[config.mk]
export PLATFORM = sky130hd
export DESIGN_NAME = ptt_ctrl
export DESIGN_NICKNAME = d
export VERILOG_FILES = /design/src/rtl/ptt_ctrl.sv
export SDC_FILE = /design/constraint.sdc
export NUM_CORES = 1
export LEC_CHECK = 0
export CORE_MARGIN = 2
export CORE_UTILIZATION = 50
export CTS_CLUSTER_SIZE = 10
export DETAILED_ROUTE_END_ITERATION = 12
export GPL_TIMING_DRIVEN = 0
export PLACE_DENSITY = 0.68
export SYNTH_ARGS = -nofsm -noshare
export SYNTH_HDL_FRONTEND = slang
export SYNTH_SLANG_ARGS = --single-unit
[constraint.sdc]
create_clock -name clk -period 3.1 [get_ports clk]
set_clock_uncertainty 0.15 [all_clocks]
set_input_delay 0.62 -clock clk [delete_from_list [all_inputs] [get_ports clk]]
set_output_delay 0.62 -clock clk [all_outputs]
set_load 0.02 [all_outputs]
[src/rtl/ptt_ctrl.sv]
// ptt_ctrl: transmit-request initiator for the PTT sequencer.
//   Turns host tx-enable + modulator data-valid into a PTT request, keeps the
//   DAC sample gate closed until the synchronised grant confirms the PA is
//   keyed, holds the request for a hang time after data stops, and waits for
//   the grant to fall before accepting a new transmission.
//
// Optional feature: define PTT_TOT_EN to build in the transmit time-out timer
//   (adds the TOT_TICKS parameter). Default build has no time-out timer.
//
// Parameters:
//   TICK_DIV     clk cycles per timer tick
//   GRANT_TICKS  ticks allowed in REQ waiting for the grant
//   HANG_TICKS   ticks the request is held after data_valid_i falls
//   TOT_TICKS    transmit time-out in ticks (PTT_TOT_EN only)
//
// Ports:
//   clk           system clock (48 MHz)
//   rst_n         asynchronous active-low reset
//   tx_en_i       host transmit enable (level)
//   data_valid_i  modulator has samples (level)
//   ptt_ack_i     grant from the sequencer, asynchronous
//   ptt_req_o     request to the sequencer
//   tx_gate_o     DAC sample output enable
//   fault_o       grant timeout, grant loss or time-out trip
//   state_o       current state encoding
module ptt_ctrl #(
  parameter int unsigned TICK_DIV    = 1024,
  parameter int unsigned GRANT_TICKS = 16384,
  parameter int unsigned HANG_TICKS  = 4688
`ifdef PTT_TOT_EN
  ,
  parameter int unsigned TOT_TICKS   = 14062500
`endif
) (
  input  logic       clk,
  input  logic       rst_n,
  input  logic       tx_en_i,
  input  logic       data_valid_i,
  input  logic       ptt_ack_i,
  output logic       ptt_req_o,
  output logic       tx_gate_o,
  output logic       fault_o,
  output logic [2:0] state_o
);

  localparam int unsigned TMR_W = 24;
  localparam int unsigned PRE_W = (TICK_DIV > 1) ? $clog2(TICK_DIV) : 1;

  typedef enum logic [2:0] {
    IDLE  = 3'd0,
    REQ   = 3'd1,
    TX    = 3'd2,
    HANG  = 3'd3,
    DRAIN = 3'd4,
    FAULT = 3'd5
  } state_t;

  state_t             state;
  state_t             state_n;
  logic [PRE_W-1:0]   pre_cnt;
  logic               tick;
  logic               ack_meta;
  logic               ack_s;
  logic [TMR_W-1:0]   timer;
  logic               timer_zero;
  logic               tot_expired;

  // Free-running prescaler; tick is high on the last count of each period.
  assign tick       = (pre_cnt == PRE_W'(TICK_DIV - 1));
  assign timer_zero = (timer == '0);

`ifdef PTT_TOT_EN
  logic [TMR_W-1:0] tot_cnt;

  // Time-out counter: armed once on REQ -> TX, keeps running through HANG
  // and back into TX so a hang re-key cannot extend the transmission.
  always_ff @(posedge clk or negedge rst_n) begin
    if (!rst_n) begin
      tot_cnt <= '0;
    end else if ((state == REQ) && (state_n == TX)) begin
      tot_cnt <= TMR_W'(TOT_TICKS);
    end else if (((state == TX) || (state == HANG)) && tick && (tot_cnt != '0)) begin
      tot_cnt <= tot_cnt - TMR_W'(1);
    end
  end

  assign tot_expired = (tot_cnt == '0);
`else
  assign tot_expired = 1'b0;
`endif

  // Next-state logic.
  always_comb begin
    state_n = state;
    case (state)
      IDLE: begin
        if (tx_en_i && data_valid_i) state_n = REQ;
      end
      REQ: begin
        // A grant arriving with the timeout still wins.
        if (ack_s)           state_n = TX;
        else if (!tx_en_i)   state_n = DRAIN;
        else if (timer_zero) state_n = FAULT;
      end
      TX, HANG: begin
        if (!ack_s)            state_n = FAULT;
        else if (tot_expired)  state_n = FAULT;
        else if (!tx_en_i)     state_n = DRAIN;
        else if (state == TX) begin
          if (!data_valid_i)   state_n = HANG;
        end else begin
          // Data returning on the expiry cycle keeps the PA keyed.
          if (data_valid_i)    state_n = TX;
          else if (timer_zero) state_n = DRAIN;
        end
      end
      DRAIN: begin
        if (!ack_s) state_n = IDLE;
      end
      FAULT: begin
        if (!tx_en_i && !ack_s) state_n = IDLE;
      end
      default: state_n = IDLE;
    endcase
  end

  // State, prescaler, synchroniser, shared timer and registered outputs.
  always_ff @(posedge clk or negedge rst_n) begin
    if (!rst_n) begin
      state     <= IDLE;
      pre_cnt   <= '0;
      ack_meta  <= 1'b0;
      ack_s     <= 1'b0;
      timer     <= '0;
      ptt_req_o <= 1'b0;
      tx_gate_o <= 1'b0;
      fault_o   <= 1'b0;
      state_o   <= 3'd0;
    end else begin
      pre_cnt  <= tick ? '0 : pre_cnt + PRE_W'(1);
      ack_meta <= ptt_ack_i;
      ack_s    <= ack_meta;
      state    <= state_n;

      // Reload on state entry; otherwise count ticks down to zero and hold.
      if (state_n != state) begin
        case (state_n)
          REQ:     timer <= TMR_W'(GRANT_TICKS);
          HANG:    timer <= TMR_W'(HANG_TICKS);
          default: timer <= '0;
        endcase
      end else if (tick && !timer_zero) begin
        timer <= timer - TMR_W'(1);
      end

      // Outputs decoded from the next state so they change with the state.
      ptt_req_o <= (state_n == REQ) || (state_n == TX) || (state_n == HANG);
      tx_gate_o <= (state_n == TX);
      fault_o   <= (state_n == FAULT);
      state_o   <= 3'(state_n);
    end
  end

endmodule

# After elaboration in Yosys (flattened, before gate mapping)
# Cells that the tools add are included.
[totals]
wordCells = 50
out_inout_bits = 6
ram_bits = 0
latchBits = 0
mem_count = 0
romBits = 0
in_bits = 5
regBits = 42
[classes]
eq_ne = 11
shift = 0
magnitude_cmp = 0
mul = 0
reduce_logical = 12
addsub = 2
muxes = 17
n_div = 0
bitwise = 0
[op_table]
columns = ["op", "count"]
rows = [
  ["$mux 24", 2],
  ["$mux 3", 12],
  ["$pmux 15 s2", 1],
  ["$logic_not 24->1", 1],
  ["$sub 24x1->24 const B", 1],
  ["$pmux 3 s5", 1],
  ["$eq 3x2->1 const B", 4],
  ["$add 10x1->10 const B", 1],
  ["$eq 10x10->1 const B", 1],
  ["$mux 10", 1],
  ["$eq 3x3->1 const B", 3],
  ["$eq 3x1->1 const B", 2],
  ["$logic_and 1x1->1", 3],
  ["$logic_not 1->1", 3],
  ["$logic_not 3->1", 1],
  ["$ne 3x3->1", 1],
  ["$logic_or 1x1->1", 2],
  ["$reduce_bool 2->1", 1],
  ["$reduce_or 2->1", 1],
]

# Logic depth before layout (Yosys ltp)
# Gate-level depths: netlist of run 1.
[logic_depth]
ltp_word = 10
ltp_mapped = 9

# Worst setup path after synthesis of run 1
# Ideal clock, no wire load.
[synth_path]
kind = "register to register"
from = "reg timer[0]"
to = "reg timer[14]"
arrival_time_ns = 2.066
slack_ns = 0.750
path_buffers = 1
path_stages_with_launch = 10
setup_time_ns = 0.134
cell_sequence = "dfrtp_1 -> inv_1 -> ha_1 -> nor4b_1 -> nand4_1 -> nor4_1 -> o22ai_1 -> o221ai_4 -> buf_8 -> o32ai_2"
[synth_between]
elab_chain_len = 10
[synth_lines]
columns = ["element", "line", "rtl"]
rows = [
  ["from (decl)", "64", "logic [TMR_W-1:0] timer;"],
  ["from (signal assigned)", "148", "REQ: timer <= TMR_W'(GRANT_TICKS);"],
  ["from (signal assigned)", "149", "HANG: timer <= TMR_W'(HANG_TICKS);"],
  ["from (signal assigned)", "153", "timer <= timer - TMR_W'(1);"],
  ["$logic_not 24->1", "70", "assign timer_zero = (timer == '0);"],
  ["$mux 3", "114", "else if (timer_zero) state_n = DRAIN;"],
  ["$mux 3", "113", "if (data_valid_i) state_n = TX;"],
  ["$mux 3", "109", "else if (state == TX) begin"],
  ["$mux 3", "108", "else if (!tx_en_i) state_n = DRAIN;"],
  ["$mux 3", "106", "if (!ack_s) state_n = FAULT;"],
  ["$pmux 3 s5", "95", "case (state)"],
  ["$eq 3x2->1 / $eq 3x1->1 (equally long branches)", "147", "case (state_n)"],
  ["$pmux 15 s2", "147", ""],
  ["$mux 24", "146", "if (state_n != state) begin"],
]
# Parallel ways exist; a longest one is shown, timed or not. The select of a mux whose other input is x is not followed.
# A chain may end at the register's enable or synchronous reset.

# Worst setup path after layout of run 1
# Ends and elaborated chain as after synthesis.

==> results of run 1 <==
-- worst max-delay path: cells and delay by family, from the launching register on --
family	cells	cell delay, ps
and+or+nand+nor	3	1130
AOI/OAI and AO/OA	3	430
DFF	1	410
buffers and inverters	2	260
adders and majority gates	1	220
-- power groups by stage --
stage / registers (uW) / logic, uW / clock network (uW)
floorplan: 658 / 516 / 0
global placement: 633 / 736 / 0
detailed placement: 632 / 741 / 0
CTS: 622 / 742 / 378
global route: 629 / 803 / 402
finish: 624 / 735 / 369
-- synth_stat cells (2+ instances only) --
master / number / share of area
sky130_fd_sc_hd__nor3_1: 10 / 0.022
sky130_fd_sc_hd__and3_1: 3 / 0.0081
sky130_fd_sc_hd__nor4_1: 10 / 0.027
sky130_fd_sc_hd__nor2_1: 39 / 0.063
sky130_fd_sc_hd__or3_1: 2 / 0.0054
sky130_fd_sc_hd__xor2_1: 13 / 0.049
sky130_fd_sc_hd__xnor2_1: 17 / 0.064
sky130_fd_sc_hd__o211ai_1: 2 / 0.0065
sky130_fd_sc_hd__o22ai_1: 2 / 0.0054
sky130_fd_sc_hd__o21ai_0: 6 / 0.013
sky130_fd_sc_hd__nand4_1: 5 / 0.013
sky130_fd_sc_hd__and4_1: 2 / 0.0075
sky130_fd_sc_hd__clkbuf_1: 5 / 0.0081
sky130_fd_sc_hd__nor2b_1: 3 / 0.0081
sky130_fd_sc_hd__nand2_1: 19 / 0.031
sky130_fd_sc_hd__ha_1: 2 / 0.011
sky130_fd_sc_hd__a31o_2: 2 / 0.0075
sky130_fd_sc_hd__nand2b_1: 2 / 0.0054
sky130_fd_sc_hd__a211oi_1: 2 / 0.0065
sky130_fd_sc_hd__inv_1: 8 / 0.013
sky130_fd_sc_hd__a221oi_1: 2 / 0.0075
sky130_fd_sc_hd__nand3b_1: 3 / 0.0097
sky130_fd_sc_hd__mux2i_1: 5 / 0.022
sky130_fd_sc_hd__nand3_1: 8 / 0.017
sky130_fd_sc_hd__dfrtp_1: 42 / 0.45
sky130_fd_sc_hd__o21a_1: 2 / 0.0065
sky130_fd_sc_hd__a21oi_1: 8 / 0.017
-- per-stage QoR --
step	cell area (sq um)	instances	utilization	hold slack (ps)
5_1_grt	2600	315	0.589	81.0
3_3_place_gp	2490	306	0.564	184
2_1_floorplan	2320	244	-	174
6_report	2600	315	0.589	54.5
3_5_place_dp	2500	307	0.567	188
4_1_cts	2590	315	0.588	65.6
-- final timing paths --
path | cells past startpoint | endpoint | from | slack (ps)
setup / recovery | 9 | timer[14]$_DFFE_PN0P_ | timer[0]$_DFFE_PN0P_ | 370
hold / removal | 1 | timer[5]$_DFFE_PN0P_ | rst_n | 50
hold reg to reg | 0 | ack_s$_DFF_PN0_ | ack_meta$_DFF_PN0_ | 210
setup reg to reg | 9 | timer[14]$_DFFE_PN0P_ | timer[0]$_DFFE_PN0P_ | 370
min in group clk | 0 | ack_s$_DFF_PN0_ | ack_meta$_DFF_PN0_ | 210
max in group asynchronous | 2 | timer[21]$_DFFE_PN0P_ | rst_n | 2290
-- layout make-up --
type | instances | area share
Multi-Input combinational cell | 185 | 0.459
Inverter | 8 | 0.0115
Sequential cell | 42 | 0.404
Clock inverter | 1 | 0.00192
Clock buffer | 7 | 0.0332
Timing Repair Buffer | 11 | 0.0443
Tap cell | 52 | 0.0250
Buffer | 9 | 0.0212
-- state kept, by name, indices dropped and copies added (netlist names) --
register,count
state,3
pre_cnt,10
tx_gate_o,1
timer,24
ptt_req_o,1
ack_meta,1
ack_s,1
fault_o,1
-- logic make-up after synthesis --
kind of cell | Yosys count | share of synthesized area
DFF | 42 | 0.452
AOI/OAI and AO/OA | 35 | 0.116
and+or+nand+nor | 113 | 0.250
adders and majority gates | 2 | 0.0108
muxes | 5 | 0.0215
xor gates and xnor gates | 30 | 0.113
buffers and inverters | 17 | 0.0366
-- metal layers --
layer	global-route usage	vias to the layer above
li1	-	893
met1	0.274	857
met2	0.295	42
met3	0.0458	8
met4	0.0566	0
met5	0	-
==> impl_results.md, run 1 <==
- Buffers inserted during post-CTS setup optimization: 0
- P_leak: approximately 0.0012 uW
- Fmax: ~370 MHz
- Synthesized area: ~2300 sq um
- DRT met1 WL: ~2300 um
- Shortest period the worst path allows: around 2700 ps
- Global router's overall resource usage: 0.193
- CTS clock-pin slew for the worst setup and hold paths: approximately 90 ps
- Proportion of power drawn by the clock network: 0.213
- Filler cell count in the final layout: a little under 400
- Routed wire length on met3: ~200 um
- Sequential share of the synthesized area: 0.452
- Post-Route WL: roughly 4500 um
- Number of remaining DRC errors: 0
- TritonCTS clock tree: done
- Internal Dissipation: 1070 uW
- Most frequent cells in the layout: sky130_fd_sc_hd__dfrtp_1, sky130_fd_sc_hd__nor2_1, sky130_fd_sc_hd__nand2_1
- Number of setup violations in the final report: 0
- Register Area: 1050 sq um
- Leftover overflow at the end of global routing: 0
- Setup Crit Path Kind: flop to flop
- Antenna-violating nets left: 0
- CTS buffer count: 5
- Number of synthesized flops with an enable pin: 0
- TNS Setup: 0 ps
- Slew @ Worst Pin: approximately 600 ps
- Max-slew headroom: 0.598
- Starting utilization of the core area: 0.526
- Final critical-path setup slack: ~370 ps
- Detailed placement HPWL: ~3200 um
- Average wire per cell in the routed design: 14.4 um
- Number of DRC violations after detailed-routing iteration 0: about 170
- CTS resizes: 0
- Fin nets: 269
- Overall power: around 1700 uW
- Largest fanout of any net on the critical path: 10
- Part of the cycle the worst path needs: 0.879
- Ordered cell list for the critical path: inv_1 -> ha_1 -> nor4b_2 -> nand4_1 -> nor4_1 -> o22ai_1 -> o221ai_4 -> buf_8 -> o32ai_2
- Sequential share of power: 0.361
- Core region area: between 4000 and 5000 sq um
- DIE WIDTH: approximately 72 um
- Final Wtd Congestion: 0.863
- Number of hold violations in the final report: 0
- Register bit count reported by yosys: 42
- Wire length of the first global-routing pass: between 7000 and 8000 um
- Outcome: complete, no violations
- Critical path arrival: approximately 2700 ps
- Top-Level Pins: 11
- Average size of a mapped cell: between 9 and 10 sq um
- Area enclosed by the die boundary: 5210 sq um
- Floorplan row count: 24
- Largest stage delay on the critical path: 410 ps
- Setup repair after global routing missed its margin: no
- Vias in the first global route: 1707
- Warnings, synthesis: 0
- Number of antenna violations at the first check in global routing: 0
- Pre-antenna DRT Iters: 4
- Die Span Y: about 72 um
- Max-cap violation count: 0
- Cts hold-fix bufs: 0
- Via Count: 1800
- Clock Latency Late Sink: approximately 300 ps
- Average vias per placed instance: 5.71
- Total length of routed met2 wires: slightly above 2000 um
- Area growth, synth to finish: 12.0%
- Share of total power consumed by net switching: 0.383
- Number of cells produced by synthesis: roughly 240
- Data required time of the critical path: 3110 ps
- Highest ir drop seen on vdd: about 0.32 mV
- Proportion of synthesized flip-flops having asynchronous set or reset: 1.00
- Count of different cell masters after synthesis: 47
- Maximum number of pins on one net before global-route repair: 30
- Pins Over Slew Limit: 0
- Startpoint types: flop
- Total area of multi-input combinational cells: 1190 sq um
- Nature of the critical path endpoint: flop
- Fraction of layout instances using a drive strength above 1: 0.0837
- Dominant register cell in the synthesized netlist: sky130_fd_sc_hd__dfrtp_1
- Clock tree root driver cell: sky130_fd_sc_hd__clkbuf_8
- Worst hold path class: primary input to async pin
- Pwr dens: between 600 and 700 nW/um^2
- Switch Pwr: roughly 660 uW
- Clock tree buffer depth: 2
- Nets in the synthesized netlist: around 250
- Most common library cell in the layout ignoring fill and taps: sky130_fd_sc_hd__dfrtp_1
- # port buffers: 10
- Htree depth: 2
- Worst slack after detailed placement: about 140 ps
- Power share of the combinational group: 0.426
- Highest metal layer with signal wires: met4
- Number of antenna repair diodes: 0
- Standard cell with the maximum stage delay on the critical path: sky130_fd_sc_hd__dfrtp_1
- # clock sinks: 42
Note: power is estimated with default switching activity, not from simulation.
==> run 2: changes to the inputs <==
Settings changed: CORE_MARGIN 2 to not set.
Clock period 3.1 ns to 2.95 ns, I/O delays scaled along.
==> run 2 against run 1 <==
Against the previous run: total power rose by 8.3%; cell area rose by 0.96%; cell count did not move; wire length fell by 4.2%; die area fell by 5.5%; critical path type is now primary input to flop; largest power group unchanged.
==> impl_results.md, run 2 (synthesis gave the netlist of run 1 again) <==
- Final critical-path setup slack: 304 ps
- Internal Dissipation: 1180 uW
- CTS buffer count: 5
- Worst slack after detailed placement: about 1.2 ps
- Setup repair after global routing missed its margin: no
- Htree depth: 2
- Core region area: around 4400 sq um
- Worst hold path class: primary input to async pin
- Clock tree buffer depth: 2
- Buffers inserted during post-CTS setup optimization: 0
- FF-to-FF End: timer[14]$_DFFE_PN0P_
- Detailed placement HPWL: about 3200 um
- # clock sinks: 42
- Shortest period the worst path allows: 2650 ps
- Area enclosed by the die boundary: ~4900 sq um
- DIE WIDTH: between 70 and 80 um
- Area growth, synth to finish: 13.0%
- Top-Level Pins: 11
- CTS clock-pin slew for the worst setup and hold paths: 80 ps
- Highest ir drop seen on vdd: between 0.4 and 0.5 mV
- Number of hold violations in the final report: 0
- Largest fanout of any net on the critical path: 10
- Number of setup violations in the final report: 0
- TNS Setup: 0 ps
- Regs by FF count: timer (24), pre_cnt (10), state (3)
- Cell Count Post-Placement: just over 300
- Vias in the first global route: ~1800
- Fin nets: roughly 270
- Max-slew headroom: 0.586
- Clock Latency Late Sink: around 290 ps
- Pre-antenna DRT Iters: 4
- Nature of the critical path endpoint: flop
- Startpoint types: primary input
- Die Span Y: about 70 um
- Number of antenna repair diodes: 0
- Final Wtd Congestion: just under 0.9
- Max FFs per register: 24
- P_leak: 0.00117 uW
- Pins Over Slew Limit: 0
- Part of the cycle the worst path needs: 0.897
- Fmax: approximately 380 MHz
- TritonCTS clock tree: done
- Critical path arrival: around 2700 ps
- Pwr dens: 712 nW/um^2
- Most common library cell in the layout ignoring fill and taps: sky130_fd_sc_hd__dfrtp_1
- Setup Crit Path Kind: primary input to flop
- Post-Route WL: around 4300 um
- Maximum number of pins on one net before global-route repair: 23
- Critical R2R Launch: timer[7]$_DFFE_PN0P_
- Slew @ Worst Pin: 615 ps
- Antenna-violating nets left: 0
- Register name with the most flops: timer
- Fraction of layout instances using a drive strength above 1: 0.0875
- Average wire per cell in the routed design: around 14 um
- Share of total power consumed by net switching: 0.369
- Wire length of the first global-routing pass: around 7900 um
- Leftover overflow at the end of global routing: 0
- Reg2reg setup slack: approximately 330 ps
- Average vias per placed instance: around 5.6
- Global router's overall resource usage: 0.203
- Floorplan row count: 24
- Proportion of power drawn by the clock network: 0.241
- Number of DRC violations after detailed-routing iteration 0: 181
- Most frequent cells in the layout: sky130_fd_sc_hd__dfrtp_1, sky130_fd_sc_hd__nor2_1, sky130_fd_sc_hd__nand2_1
- Starting utilization of the core area: 0.526
- Max-cap violation count: 0
- Number of remaining DRC errors: 0
- Data required time of the critical path: approximately 3000 ps
- Power share of the combinational group: 0.410
- Via Count: around 1800
- Clock tree root driver cell: sky130_fd_sc_hd__clkbuf_8
- Outcome: complete, no violations
- Switch Pwr: roughly 690 uW
- Cell count of the worst reg-to-reg path: 7
- Layout Cells excl Fill: 315
- Number of antenna violations at the first check in global routing: 0
- Sequential share of power: 0.350
- # port buffers: 10
[run 2: how the worst max path moves through the flow]
stage | to | start | cells after the start
final | timer[1]$_DFFE_PN0P_ | tx_en_i | 9
after global routing | timer[1]$_DFFE_PN0P_ | tx_en_i | 9
after CTS | timer[14]$_DFFE_PN0P_ | timer[0]$_DFFE_PN0P_ | 9
after floorplan | timer[14]$_DFFE_PN0P_ | timer[0]$_DFFE_PN0P_ | 9
after global placement | timer[1]$_DFFE_PN0P_ | tx_en_i | 9
after detailed placement | timer[1]$_DFFE_PN0P_ | tx_en_i | 9
[run 2: final cells by class]
type	instances	area (sq um)
clock inverter	3	40.0
multi-input combinational	185	1190
clock buffer	5	68.8
timing repair buffer	11	123
sequential	42	1050
fill	394	1790
buffer	9	55.1
inverter	8	30.0
tap	52	65.1
[run 2: critical path, stage by stage]
cell	delay, ps
sky130_fd_sc_hd__clkdlybuf4s50_1	460
sky130_fd_sc_hd__clkbuf_1	350
sky130_fd_sc_hd__mux2i_1	180
sky130_fd_sc_hd__nor2_1	130
sky130_fd_sc_hd__a211oi_1	60
sky130_fd_sc_hd__nor3_1	310
sky130_fd_sc_hd__o221ai_4	220
sky130_fd_sc_hd__buf_8	210
sky130_fd_sc_hd__a211oi_1	180
[run 2: layer usage]
metal,global-route usage,up-vias,share of wire
met1,0.286,826,0.52
met3,0.0476,7,0.031
li1,-,898,-
met5,0,-,0
met4,0.0756,0,0.014
met2,0.304,30,0.44
[run 2: power by group through the flow]
stage	sequential, uW	clock (uW)	combinational, uW
after detailed placement	664	0	777
final	654	450	767
after floorplan	692	0	542
after global routing	662	481	850
after global placement	663	0	773
after CTS	654	463	780
[run 2: per-stage QoR]
step | hold slack [ps] | utilization | cell area (sq um) | power [uW]
3_3_place_gp | 184 | 0.564 | 2490 | 1440
3_5_place_dp | 188 | 0.569 | 2510 | 1440
6_report | 114 | 0.595 | 2630 | 1870
2_1_floorplan | 144 | - | 2320 | 1230
4_1_cts | 128 | 0.594 | 2620 | 1900
5_1_grt | 147 | 0.595 | 2630 | 1990
[run 2: timing repair]
item / 4_1_cts / 5_1_grt
hold buffers: 0 / 0
endpoints found under the setup margin: 0 / 23
resized for setup: 0 / 1
